### config.mk
export PLATFORM = sky130hd
export DESIGN_NAME = prewish_blinky_student
export DESIGN_NICKNAME = d
export VERILOG_FILES = /design/src/rtl/prewish_pkg.sv /design/src/rtl/prewish_tick_gen.sv /design/src/rtl/prewish_blinky_student.sv
export SDC_FILE = /design/constraint.sdc
export NUM_CORES = 1
export LEC_CHECK = 0
export ABC_CLOCK_PERIOD_IN_PS = 1650
export CORE_ASPECT_RATIO = 1.75
export CORE_MARGIN = 3
export CORE_UTILIZATION = 50
export DETAILED_ROUTE_END_ITERATION = 8
export HOLD_SLACK_MARGIN = 0.1
export PLACE_DENSITY = 0.8
export SETUP_SLACK_MARGIN = 0.02
export SLEW_MARGIN = 20
export SYNTH_ARGS = -nofsm -noshare
export SYNTH_HDL_FRONTEND = slang
export SYNTH_SLANG_ARGS = --single-unit
### constraint.sdc
create_clock -name CLK_I -period 1.65 [get_ports CLK_I]
set_input_delay 0.33 -clock CLK_I [delete_from_list [all_inputs] [get_ports CLK_I]]
set_output_delay 0.33 -clock CLK_I [all_outputs]
set_load 0.005 [all_outputs]
### src/rtl/prewish_pkg.sv
// Shared constants and state encoding for the prewish mentor/student link.
package prewish_pkg;

  localparam int MASK_W          = 8;
  localparam int TICK_CYCLES_SIM = 4;

  typedef enum logic {
    IDLE = 1'b0,
    RUN  = 1'b1
  } state_t;

endpackage

### src/rtl/prewish_tick_gen.sv
// Prescaler producing a one-cycle tick every TICK_CYCLES enabled cycles.
module prewish_tick_gen #(
  parameter int TICK_CYCLES = 1500000
) (
  input  logic CLK_I,
  input  logic RST_I,
  input  logic clr,
  input  logic en,
  output logic tick
);

  localparam int CW = (TICK_CYCLES > 1) ? $clog2(TICK_CYCLES) : 1;
  localparam logic [CW-1:0] LAST = CW'(TICK_CYCLES - 1);

  logic [CW-1:0] count;

  // clr suppresses the tick so a reload never coincides with a step
  assign tick = en & ~clr & (count == LAST);

  always_ff @(posedge CLK_I or negedge RST_I) begin
    if (!RST_I) begin
      count <= '0;
    end else if (clr) begin
      count <= '0;
    end else if (en) begin
      count <= (count == LAST) ? '0 : count + 1'b1;
    end
  end

endmodule

### src/rtl/prewish_blinky_student.sv
// Captures a blink mask on a mentor strobe edge and plays it MSB first on
// the LED, one bit per prescaler tick, repeating until a new mask arrives.
module prewish_blinky_student #(
  parameter int MASK_W      = prewish_pkg::MASK_W,
  parameter int TICK_CYCLES = 1500000
) (
  input  logic              CLK_I,
  input  logic              RST_I,
  input  logic              STB_I,
  input  logic [MASK_W-1:0] DAT_I,
  output logic              ACK_O,
  output logic              o_led,
  output logic              o_busy
);

  import prewish_pkg::*;

  localparam int IW = (MASK_W > 1) ? $clog2(MASK_W) : 1;
  localparam logic [IW-1:0] MSB_IDX = IW'(MASK_W - 1);

  // Handshake: a mask is taken on the cycle STB_I is seen rising; ACK_O is
  // high for exactly the following cycle. There is no back-pressure.
  logic              stb_d;
  logic              stb_armed;
  logic              rise;
  logic [MASK_W-1:0] mask;
  logic [IW-1:0]     bit_idx;
  logic              tick;
  state_t            state;
  state_t            state_next;

  // stb_armed blocks a strobe that was already high when reset released
  assign rise = STB_I & ~stb_d & stb_armed;

  always_ff @(posedge CLK_I or negedge RST_I) begin
    if (!RST_I) begin
      stb_d     <= 1'b0;
      stb_armed <= 1'b0;
      mask      <= '0;
      bit_idx   <= MSB_IDX;
      ACK_O     <= 1'b0;
    end else begin
      stb_d <= STB_I;
      if (!STB_I) begin
        stb_armed <= 1'b1;
      end
      ACK_O <= rise;
      if (rise) begin
        mask    <= DAT_I;
        bit_idx <= MSB_IDX;
      end else if (tick) begin
        bit_idx <= (bit_idx == '0) ? MSB_IDX : bit_idx - 1'b1;
      end
    end
  end

  always_ff @(posedge CLK_I or negedge RST_I) begin
    if (!RST_I) begin
      state <= IDLE;
    end else begin
      state <= state_next;
    end
  end

  always_comb begin
    state_next = state;
    o_busy     = 1'b0;
    o_led      = 1'b0;
    case (state)
      IDLE: begin
        if (rise && (DAT_I != '0)) begin
          state_next = RUN;
        end
      end
      RUN: begin
        o_busy = 1'b1;
        o_led  = mask[bit_idx];
        if (rise && (DAT_I == '0)) begin
          state_next = IDLE;
        end
      end
      default: state_next = IDLE;
    endcase
  end

  prewish_tick_gen #(
    .TICK_CYCLES (TICK_CYCLES)
  ) u_tick_gen (
    .CLK_I (CLK_I),
    .RST_I (RST_I),
    .clr   (rise | (state != RUN)),
    .en    (state == RUN),
    .tick  (tick)
  );

endmodule

Word-level counts from Yosys, hierarchy flattened
Index checks and enable logic that the tools add are counted.

Output and inout bits: 3. Register bits after elaboration: 36. Logic and storage cells: 39. Input bits: 11.

Reductions and logical operators: 7. Eq/ne operators: 1. Order comparisons: 1. Mux-type cells: 13. Bitwise operators: 8. Add/subtract/negate cells: 2.

Operator list (count): $mux 21 (3); $add 21x1->21 const B (1); $eq 21x21->1 const B (1); $mux 3 (3); $logic_not 8->1 (1); $reduce_bool 8->1 (1); $mux 1 (5); $and 1x1->1 (4); $lt 3x4->1 const B (1); $reduce_bool 2->1 (2); $bmux 1 s3 (1); $logic_not 3->1 (1); $not 1->1 (3); $sub 3x1->3 const B (1); $logic_and 1x1->1 (2); $pmux 1 s2 (1); $or 1x1->1 (1).

Logic depth before layout (Yosys ltp)
Gate-level depths: netlist of run 1.

Depth in word-level cells: 9. Mapped depth: 6. Depth with buffers taken out: 6.

Cells and area by module
A second synthesis of run 1 with hierarchy kept.

Cell total of the unflattened synthesis: 198. Area total of the unflattened synthesis: 1948.1 um2.

By module, submodules not included: prewish_tick_gen (cells each 144, times used 1, area an instance 1261.2 um2); prewish_blinky_student (cells each 54, times used 1, area an instance 686.9 um2).

Worst setup path after synthesis of run 1
Ideal clock, no wire load.

Path type: register -> register. Start point: reg u_tick_gen.count[0]. End point: reg u_tick_gen.count[20]. Stages on the path, launching flop included: 6. Setup slack: -0.164 ns. Library setup time: 0.078 ns. Data required time: 1.572 ns. Period minus slack after synthesis: 1.814 ns. Data arrival time: 1.736 ns. Path through: dfrtp_1 > ha_1 > nand4_2 > or4_1 > or3_1 > a21oi_1.

Longest elaborated chain between the ends: 4.

Ends and longest elaborated chain: from (decl) (line prewish_tick_gen.sv:15) `logic [CW-1:0] count;`; from (signal assigned) (line prewish_tick_gen.sv:26) `count <= (count == LAST) ? '0 : count + 1'b1;`; $add 21x1->21 / $eq 21x21->1 (equally long branches) (line prewish_tick_gen.sv:26); $mux 21 (*) (line prewish_tick_gen.sv:26); $mux 21 (*) (line prewish_tick_gen.sv:25) `end else if (en) begin`; $mux 21 (*) (line prewish_tick_gen.sv:23) `end else if (clr) begin`.

Mark *: on every way between the ends. The rest lies on a longest branch, timed or not. The select of a mux whose other input is x is not followed. A chain may end at the register's enable or synchronous reset.

Worst setup path after layout of run 1
Start point: reg bit_idx[0]. End point: out o_led.

Longest elaborated chain between the ends: 3.

Ends and longest elaborated chain: from (decl) (line prewish_blinky_student.sv:27) `logic [IW-1:0] bit_idx;`; from (signal assigned) (line prewish_blinky_student.sv:52) `bit_idx <= (bit_idx == '0) ? MSB_IDX : bit_idx - 1'b1;`; $bmux 1 s3 (line prewish_blinky_student.sv:77) `o_led = mask[bit_idx];`; $mux 1 (not written as such) (line prewish_blinky_student.sv:77); $mux 1 (line prewish_blinky_student.sv:69) `case (state)`; to (decl) (line prewish_blinky_student.sv:12) `output logic o_led,`.

Every way passes these cells. The select of a mux whose other input is x is not followed.

==> results of run 1 <==
## synthesized netlist by cell type, types with 3 or more instances
| library cell | instances |
|---|---|
| a21oi_1 | 4 |
| a31oi_1 | 4 |
| dfrtp_1 | 33 |
| dfstp_2 | 3 |
| ha_1 | 3 |
| inv_1 | 8 |
| mux2_2 | 8 |
| mux2i_1 | 3 |
| nand2_1 | 9 |
| nand3_1 | 9 |
| nand4_1 | 6 |
| nor2_1 | 22 |
| nor3_1 | 5 |
| nor4_1 | 10 |
| xnor2_1 | 12 |
| xor2_1 | 3 |
## repair_timing
item | 4_1_cts | 5_1_grt
gates resized for setup | 8 | 28
buffers inserted | 4 | 3
pin swaps | 4 | 12
setup endpoints to repair | 5 | 25
## per-layer routing
layer	part of all wire, %	wire length (um)	vias up	global-route usage, %
met2	55	2780	50	43.9
met1	35	1760	802	23.4
met5	0	0	-	0
li1	-	-	734	-
met3	3.8	192	25	5.22
met4	5.5	275	0	15.0
## where the power goes
group          leakage (nW)  total [mW]  internal (mW)  switching (mW)
Combinational         0.565       0.257          0.144           0.113
Sequential            0.456       0.961          0.928          0.0333
Clock                0.0510       0.641          0.333           0.308
## state kept, by name, indices dropped and copies added, names as in the netlist, named ones only
name and count:
stb_d 1, mask 8, bit_idx 3, u_tick_gen.count 21, stb_armed 1, ACK_O 1
## cell type report
class	count	area share (%)
multi-input combinational	124	40.6
tap	45	2.17
timing repair buffer	52	17.4
sequential	36	35.1
clock inverter	2	0.386
inverter	8	1.16
clock buffer	6	3.19
## worst max path at each step
| stage | depth (start not counted) | slack [ns] | to |
|---|---|---|---|
| final | 4 | -0.38 | o_led |
| after global routing | 4 | -0.45 | o_led |
| after CTS | 4 | -0.38 | o_led |
| after detailed placement | 4 | -0.37 | o_led |
| after global placement | 4 | -0.33 | o_led |
| after floorplan | 5 | 0.03 | u_tick_gen.count[20]$_DFFE_PN0P_ |
## per-stage QoR
step / cell area [sq um] / hold WS, ns
CTS: 2420 / 0.410
detailed placement: 2280 / 0.458
global placement: 2280 / 0.450
floorplan: 1860 / 0.0344
finish: 2590 / 0.402
global route: 2590 / 0.414
## critical path, stage by stage, from the launching register on
cell and delay (ns):
dfstp_2 0.57, mux4_2 0.50, mux2i_1 0.15, nor2_1 0.07
buf_2 0.12
## logic make-up (layout without fill, tap and decap cells)
group	after synthesis	after routing	synth area share, %
simple gates	79	79	24.5
flops	36	36	49.6
xor+xnor	15	15	7.21
compound gates	14	14	4.53
mux	13	13	9.06
buf+inv	13	68	3.02
fa+ha+maj	3	3	2.06
==> impl_metrics.csv, run 1 <==
group,metric,value,unit
outcome,status,"complete, but fails checks",
outcome,violations,"negative setup slack",
sta,finClkSkew,0.00484,ns
placement,gp_congestion,0.964,
synthesis,syn_nets,187,
cts,cts.clk_slew.worst_paths,0.07,ns
sta,fin_ws,-0.379,ns
final_layout,fill_cells,236,
sta,maxSlewHeadroom,76.9,%
global_route,grt_first_pass_wirelength,7900,um
cts,cts_buffer_depth,2,
synthesis,yosys.cell_types.count,39,
floorplanning,row_count,28,
cts,cts_tree,"built",
global_route,grt_pass1_vias,1755,
cts,numCtsBuffers,5,
worst_setup_path,startpoint_type,"flop",
cts,clock-sinks,36,
sta,setup_viol,4,
synthesis,yosys-top-cells-area,"dfrtp_1 (45%), xnor2_1 (5.8%), mux2_2 (4.9%)",
synthesis,synth_edf_count,0,
synthesis,netlist_area,0.00182,sq mm
final_layout,drive_gt1_share,40.4,%
worst_setup_path,cp_data_arrival_time,1.70,ns
synthesis,postSynthCellCount,173,
synthesis,syn_avg_cell_area,10.5,sq um
detailed_routing,viasPerCell,5.90,
worst_setup_path,startpoint,"bit_idx[0]$_DFFE_PN1P_",
detailed_routing,drtAntennaViolNets,0,
sta,grt_setup_unrepaired,"true",
final_layout,fin_nets,241,
final_layout,final_cell_mix,"buf_4 (35), dfrtp_1 (29), nor2_1 (22)",
sta,tightestPinTransition,0.344,ns
placement,port_buffers,13,
sta,final_hold_viol_count,0,
synthesis,synth_flop_cell,"dfrtp_1",
global_route,grt_max_degree,37,
synthesis,yosysWarnings,0,
worst_setup_path,crit_fanout,3,
power,p_total,1.86,mW
detailed_routing,initialDrtViolationCount,34,
sta,min_period,2.03,ns
detailed_routing,drc,0,
worst_hold_path,hp-class,"input port to async pin",
floorplanning,start_util,53.1,%
placement,place_ws,-0.369,ns
detailed_routing,routed_wl,5010,um
floorplanning,dieHeight,85.9,um
worst_setup_path,worstPathRequired,1.32,ns
placement,dp.cells,258,
floorplanning,ios,14,
synthesis,synth.largest_area_cell,"dfrtp_1",
power,leakage,1.07,nW
job,cap_viol_max_count,0,
synthesis,ys_seq_area_share,49.6,%
placement,dp_hpwl,3280,um
sta,finalCritPeriodShare,123,%
worst_setup_path,r2r_start,"u_tick_gen.count[2]$_DFFE_PN0P_",
global_route,grt_usage,24.0,%
final_layout,final_common_cell,"buf_4",
power,powerDensity,718,mW/mm^2
worst_setup_path,r2r_end,"u_tick_gen.count[19]$_DFFE_PN0P_",
cts,ctsHoldBuffers,0,
sta,final_max_slew_viol_count,0,
cts,htree_levels,2,
synthesis,synth_top_area_share,45.3,%
final_layout,layout.area.seq,910,sq um
final_layout,n_antenna_cell,0,
worst_setup_path,worstSetupPathType,"flop to primary output",
final_layout,area_delta_synth_final,42.1,%
synthesis,ys_ff_latch,36,
worst_setup_path,cp-end-kind,"primary output",
power,irDropWorstVdd,0.641,mV
global_route,grt_antenna_before_repair,0,
detailed_routing,firstDrtPassIters,4,
worst_setup_path,r2r_setup_slack,-0.03,ns
cts,root_buffer,"clkbuf_8",
cts,insertion_delay,0.30,ns
final_layout,utilization,75.4,%
final_layout,multi_input_area,0.00105,sq mm
final_layout,final_cells,273,
floorplanning,die_w,51.6,um
detailed_routing,wl_per_cell,18.4,um
sta,fmax,0.493,GHz
detailed_routing,vias,1611,
global_route,grt-ovfl-total,0,
floorplanning,core,0.00343,sq mm
synthesis,async_flop_share,100,%
worst_setup_path,rr_worst_depth,5,
sta,finalSetupTns,-0.444,ns
floorplanning,die-area,0.00444,sq mm
Power figures use the tool's default switching activity.
==> run 2: changes to the inputs <==
MAX_ROUTING_LAYER = met4   (was not set)
==> run 2 against run 1 <==
Compared with the run above: register-to-register slack barely moved; cell area fell by 4.9%; count of clock-buffer cells in the layout rose by 1; largest power group unchanged; critical endpoint unchanged; sequential power rose by 0.4%; clock power fell by 7.5%; critical path depth did not move; final cell count fell by 2.2%; combinational power fell by 5%; the run still ends with negative setup slack left.
==> impl_metrics.csv, run 2 (same netlist as run 1, synthesis figures left out) <==
group,metric,value,unit
sta,grt_setup_unrepaired,"true",
power,powerDensity,731,mW/mm^2
cts,htree_levels,2,
worst_setup_path,worstPathRequired,1.32,ns
global_route,grt_usage,24.0,%
placement,place_area,0.00226,sq mm
worst_setup_path,cp.depth,4,
worst_setup_path,cp-end-kind,"primary output",
sta,fin_ws,-0.461,ns
worst_setup_path,crit_family,"multiplexers",
final_layout,multi_input_area,980,sq um
sta,final_hold_viol_count,0,
placement,port_buffers,13,
power,leakage,1.04,nW
placement,place_ws,-0.468,ns
worst_setup_path,startpoint_type,"flop",
sta,fmax,0.474,GHz
floorplanning,row_count,28,
detailed_routing,viasPerCell,5.75,
floorplanning,dieHeight,85.9,um
final_layout,utilization,71.8,%
final_layout,n_antenna_cell,0,
global_route,grt-ovfl-total,0,
worst_setup_path,path_buf_inv,1,
cts,insertion_delay,0.29,ns
final_layout,final_common_cell,"dfrtp_1",
sta,finalCritPeriodShare,128,%
worst_setup_path,cp_data_arrival_time,1.78,ns
job,cap_viol_max_count,0,
sta,timing.hold.ws,0.409,ns
power,p_total,1.80,mW
sta,finalSetupTns,-0.529,ns
final_layout,top_register,"u_tick_gen.count",
placement,dp.cells,255,
final_layout,fill_cells,266,
sta,final_max_slew_viol_count,0,
global_route,grt_max_degree,37,
cts,root_buffer,"clkbuf_8",
final_layout,top_regs,"u_tick_gen.count x21, mask x8, bit_idx x3",
detailed_routing,wl_per_cell,17.2,um
cts,cts_tree,"built",
final_layout,final_cells,267,
global_route,grt_first_pass_wirelength,7660,um
outcome,violations,"negative setup slack",
cts,clock-sinks,36,
sta,finClkSkew,0.00377,ns
outcome,status,"complete, but fails checks",
detailed_routing,drc,0,
detailed_routing,initialDrtViolationCount,47,
worst_setup_path,worstSetupPathType,"flop to primary output",
detailed_routing,firstDrtPassIters,4,
sta,tightestPinTransition,0.473,ns
global_route,grt_pass1_vias,1650,
final_layout,final_cell_mix,"dfrtp_1 (31), buf_4 (28), nor2_1 (22)",
floorplanning,ios,14,
placement,gp_congestion,0.937,
worst_setup_path,rr_worst_depth,6,
detailed_routing,vias,1534,
global_route,grt_antenna_before_repair,0,
worst_setup_path,crit_fanout,3,
placement,dp_hpwl,3350,um
cts,numCtsBuffers,5,
cts,cts_buffer_depth,2,
floorplanning,die_w,51.6,um
final_layout,largest_reg_flops,21,
sta,setup_viol,4,
worst_setup_path,max_stage_delay,0.57,ns
cts,cts.clk_slew.worst_paths,0.07,ns
final_layout,drive_gt1_share,32.9,%
floorplanning,core,0.00343,sq mm
final_layout,stdcell_area,0.00246,sq mm
final_layout,fin_nets,235,
cts,ctsHoldBuffers,0,
detailed_routing,drtAntennaViolNets,0,
sta,min_period,2.11,ns
worst_setup_path,critPathSlowestCell,"dfstp_2",
power,irDropWorstVdd,0.698,mV
final_layout,layout.area.seq,907,sq um
floorplanning,start_util,53.1,%
worst_setup_path,path_cells,"mux4_2 -> mux2i_2 -> nor2_1 -> buf_2",
sta,maxSlewHeadroom,68.2,%
final_layout,area_delta_synth_final,35.1,%
worst_hold_path,hp-class,"input port to async pin",
detailed_routing,routed_wl,4590,um
floorplanning,die-area,0.00444,sq mm
run 2: cell count changes in the layout (fill, tap and decap cells not counted), moves of 2 or more:
cell | previous run | this run
dfrtp_2 | 4 | 2
buf_4 | 35 | 28
nand2_1 | 7 | 9
nand2_2 | 2 | 0
nand3_1 | 7 | 9
nor4_2 | 3 | 1
dfrtp_1 | 29 | 31
clkbuf_1 | 0 | 2
run 2: worst paths after layout:
check	slack [ns]	endpoint	start
worst max-delay path	-0.46	o_led	bit_idx[0]$_DFFE_PN1P_
min in group CLK_I	0.48	stb_armed$_DFFE_PN0N_	stb_armed$_DFFE_PN0N_
worst min-delay path	0.41	stb_d$_DFF_PN0_	RST_I
worst max register to register	-0.03	u_tick_gen.count[17]$_DFFE_PN0P_	u_tick_gen.count[1]$_DFFE_PN0P_
worst min register to register	0.48	stb_armed$_DFFE_PN0N_	stb_armed$_DFFE_PN0N_
max in group asynchronous	0.98	bit_idx[0]$_DFFE_PN1P_	RST_I
run 2: metal layers:
metal | up-vias | global-route usage [%] | wire length (um)
met2 | 43 | 44.3 | 2640
met3 | 16 | 5.57 | 166
met5 | - | - | 0
li1 | 719 | - | -
met4 | 0 | 8.83 | 142
met1 | 756 | 23.2 | 1640
run 2: area by class of cell:
cell class              count  share of cell area (%)
multi-input cells         124                    39.8
flip-flops and latches     36                    36.8
repair buffers             46                    16.6
clock buffers               7                    3.10
well taps                  45                    2.29
inverters                   8                    1.22
clock inverters             1                   0.203
run 2: what timing repair did:
action	4_1_cts	5_1_grt
buffers inserted	3	1
gates resized for setup	11	12
endpoints found under the hold margin	0	0
setup endpoints to repair	6	24
pin swaps	7	6
run 2: report_power, final:
group / switching [mW] / total [mW] / internal, mW
Sequential: 0.0366 / 0.965 / 0.929
Clock: 0.298 / 0.593 / 0.296
Combinational: 0.108 / 0.243 / 0.135
==> RTL edit 1: new RTL, flow settings as in run 2 <==
Change the package constant `MASK_W` from 8 to 4.
--- a/src/rtl/prewish_pkg.sv
+++ b/src/rtl/prewish_pkg.sv
@@ -2,5 +2,5 @@
 package prewish_pkg;
 
-  localparam int MASK_W          = 8;
+  localparam int MASK_W          = 4;
   localparam int TICK_CYCLES_SIM = 4;
 
Ports: changed (resized DAT_I); port bits go from 14 to 10. The function was not compared with the original's and may differ.
==> RTL edit 1 against run 2 <==
The flow still finishes with violations (negative setup slack); power is 7.5% lower; via count decreased by 5.9%; sequential share of layout area decreased by 1.7 points; design area decreased by 9.8%; first-iteration DRC count rose by 8.5%; area after synthesis shrank 16%; wire length shrank 5.2%; setup slack improved by 180 ps; sequential cell count fell by 5; critical endpoint unchanged; highest routed layer unchanged.
==> RTL edit 1: results (changes against run 2) <==
outcome=finished, violations left (unchanged); violated checks=negative setup slack (unchanged); Logic pwr share=14.4% (was 13.5%); # fillers=185 (was 266); Synth-to-Final Area Change=44.4% (was 35.1%); PnR worst setup slack=-283 ps (was -461 ps); DR vias=1,444 (was 1,534); arrival time worst endpoint=1600 ps (was 1780 ps); clk root buf=clkbuf_8 (unchanged); Crit Path Max Fanout=2 (was 3); sw frac=25.4% (was 24.6%); final net count=216 (was 235); endpoints failing setup=21 (was 4); Unique masters post-synth=34 (was 39); M1 GR Usage=23.1% (was 23.2%); Clock Skews=8.38 ps (was 3.77 ps); Post-DP HPWL=2.76 mm (was 3.35 mm); Mapped Cells=158 (was 173); Reg area=779 um^2 (was 907 um^2); met2 Resource Use GR=44.3% (about the same); share of layout cells above drive strength 1=42.3% (was 32.9%); sequential fraction of the synthesis area=50.6% (was 49.6%); buffering overhead=18.7% (was 16.6%); placement-stage cell area=1950 um^2 (was 2260 um^2); Iter 0 DRT Violations=51 (was 47); flop2flop setup slack=-110 ps (was -30 ps); multi-input logic area=871 um^2 (was 980 um^2); worst flop-to-flop path endpoint=bit_idx[1] (was u_tick_gen.count[17]); first-pass GRT wire length=6.58 mm (was 7.66 mm); Multi-In Gates=114 (was 124); Slew HR=75.0% (was 68.2%); met3 usage=7.22% (was 5.57%); GRT Util Overall=25.6% (was 24.0%); dominant cells by area after synthesis=dfrtp_1, xnor2_1, nand2_1 (was dfrtp_1, xnor2_1, mux2_2); bufs w/o clock=47 (was 46); Lkg Pwr=0.000930 uW (was 0.00104 uW); Largest stage delay, worst path=540 ps (was 570 ps); setup_tns=-945 ps (was -529 ps); most frequent cells after synthesis=dfrtp_1, nand2_1, nor2_1 (was dfrtp_1, nor2_1, xnor2_1); GPL Wtd Cong=0.875 (was 0.937); CTS max path bufs=2 (unchanged); Max rail drop VDD=688 uV (was 698 uV); IO Port Bufs=9 (was 13); Synth Register Bits=31 (was 36); Top Registers=u_tick_gen.count (21), mask (4), bit_idx (2) (was u_tick_gen.count (21), mask (8), bit_idx (3)); reg2reg path depth=5 (was 6)
## RTL edit 1: what timing repair did
item,4_1_cts,5_1_grt
pin swaps,10,4
gates resized for setup,25,23
buffers inserted,3,1
gates cloned,1,0
setup endpoints to repair,23,23
## RTL edit 1: layer usage
metal  wire (um)  vias to the layer above
li1            -                      660
met1        1450                      721
met2        2510                       43
met3         192                       20
met4         201                        0
met5           0                        -
## RTL edit 1: cell families (layout without fill, tap and decap cells)
| kind of cell | count (synthesis) | count (layout) | share of synthesized area, % |
|---|---|---|---|
| AO/OA/AOI/OAI | 17 | 17 | 6.58 |
| XOR/XNOR | 13 | 13 | 7.40 |
| adder cells (fa/ha/maj) | 2 | 2 | 1.63 |
| buffers and inverters | 13 | 63 | 3.50 |
| flip-flops | 31 | 31 | 50.6 |
| multiplexers | 1 | 1 | 1.46 |
| AND/OR/NAND/NOR | 81 | 81 | 28.9 |
## RTL edit 1: metrics by stage
stage                     power [uW]  hold WS [ps]  setup WS, ps  cells
final                           1670           389          -283    236
after CTS                       1630           398          -268    236
after global routing            1720           406          -312    236
after detailed placement         994           457          -290    224
after floorplan                  902          34.4          -116    158
after global placement           986           450          -282    224
## RTL edit 1: worst min path at each step
stage | from | endpoint
2_1_floorplan | RST_I | ACK_O
3_3_place_gp | stb_armed | stb_armed
3_5_place_dp | stb_armed | stb_armed
4_1_cts | RST_I | u_tick_gen.count[14]
5_1_grt | RST_I | u_tick_gen.count[10]
6_report | RST_I | u_tick_gen.count[10]
## RTL edit 1: power groups by stage
stage          sequential (uW)  clock, uW  combinational (uW)
2_1_floorplan              821          0                81.2
3_3_place_gp               822          0                 165
3_5_place_dp               825          0                 170
4_1_cts                    810        617                 207
5_1_grt                    814        649                 261
6_report                   812        614                 240
==> RTL edit 2: new RTL, settings of run 2 <==
Made on the original files. Register the output `o_led`, cleared by the reset; this adds one clock of latency there. The other outputs are not delayed to match.
--- a/src/rtl/prewish_blinky_student.sv
+++ b/src/rtl/prewish_blinky_student.sv
@@ -18,4 +18,6 @@
   localparam int IW = (MASK_W > 1) ? $clog2(MASK_W) : 1;
   localparam logic [IW-1:0] MSB_IDX = IW'(MASK_W - 1);
+
+  logic o_led_d;
 
   // Handshake: a mask is taken on the cycle STB_I is seen rising; ACK_O is
@@ -66,5 +68,5 @@
     state_next = state;
     o_busy     = 1'b0;
-    o_led      = 1'b0;
+    o_led_d    = 1'b0;
     case (state)
       IDLE: begin
@@ -75,5 +77,5 @@
       RUN: begin
         o_busy = 1'b1;
-        o_led  = mask[bit_idx];
+        o_led_d = mask[bit_idx];
         if (rise && (DAT_I == '0)) begin
           state_next = IDLE;
@@ -94,4 +96,12 @@
   );
 
+  always_ff @(posedge CLK_I or negedge RST_I) begin
+    if (!RST_I) begin
+      o_led <= '0;
+    end else begin
+      o_led <= o_led_d;
+    end
+  end
+
 endmodule
 
Behaviour: not the same (Yosys sat finds a counterexample within 4 cycles, from zero or initial values and one cycle with RST_I low).
==> RTL edit 2 against run 2 <==
The flow still finishes with violations (negative setup slack); area after synthesis is 1.4% higher; power grew 1.3%; die area grew 1.2%; wire length fell by 7.1%; setup slack better by 450 ps; sequential cell count up 1; synthesized cell count increased by 0.58%; design area up 1.0%; utilization about the same; critical path depth unchanged; largest cell class unchanged; highest routed layer unchanged.
==> RTL edit 2: results (changes against run 2) <==
outcome=finished, violations left (unchanged); violated checks=negative setup slack (unchanged); reg2reg path depth=4 (was 6); Crit Path Max Fanout=5 (was 3); first-pass GRT wire length=6.99 mm (was 7.66 mm); routed wire length per instance=15.6 um (was 17.2 um); final net count=241 (was 235); kind of critical path=register to register (was register to output port); Post-DP HPWL=3.14 mm (was 3.35 mm); most frequent cells after synthesis=dfrtp_1, nor2_1, xnor2_1 (unchanged); setup_tns=-8.75 ps (was -529 ps); endpoints failing setup=1 (was 4); Lkg Pwr=0.00107 uW (was 0.00104 uW); met2 Resource Use GR=38.1% (was 44.3%); placement-stage cell area=2300 um^2 (was 2260 um^2); Post-Route WL=4.27 mm (was 4.59 mm); worst flop-to-flop path endpoint=u_tick_gen.count[20] (was u_tick_gen.count[17]); M1 GR Usage=21.8% (was 23.2%); setup slack at placement=-91.6 ps (was -468 ps); worst hold slack=408 ps (was 409 ps); largest net degree at the start of global routing=38 (was 37); XOR/XNOR Fraction of Synth Area=7.11% (was 7.21%); Mapped Avg Cell Area=10.6 um^2 (was 10.5 um^2); Vias/cell=5.60 (was 5.75); post-synthesis compound-gate area fraction=4.47% (was 4.53%); cts repair resizes=1 (was 11); GPL Wtd Cong=0.878 (was 0.937); Largest stage delay, worst path=520 ps (was 570 ps); PnR worst setup slack=-8.75 ps (was -461 ps); Mapped Nets=188 (was 187); dpl cells=258 (was 255)
## RTL edit 2: cell count changes in the layout (fill, tap and decap cells not counted), sizes merged
cell / change
buf: +4
clkbuf: -1
clkdlybuf4s50: +1
clkinv: +1
dfrtp: +1
## RTL edit 2: power by group through the flow
stage	Sequential, uW	Clock, uW	Combinational (uW)
4_1_cts	987	615	239
3_5_place_dp	1010	0	225
5_1_grt	991	661	259
2_1_floorplan	998	0	108
6_report	988	596	240
3_3_place_gp	1000	0	218
## RTL edit 2: final cells by class
| cell class | instances | area (um^2) | share of cell area [%] |
|---|---|---|---|
| clock buffer | 6 | 72.6 | 2.92 |
| multi-input combinational | 124 | 946 | 38.0 |
| sequential | 37 | 930 | 37.4 |
| tap | 45 | 56.3 | 2.26 |
| inverter | 8 | 30.0 | 1.21 |
| timing repair buffer | 51 | 444 | 17.8 |
| clock inverter | 2 | 10.0 | 0.402 |
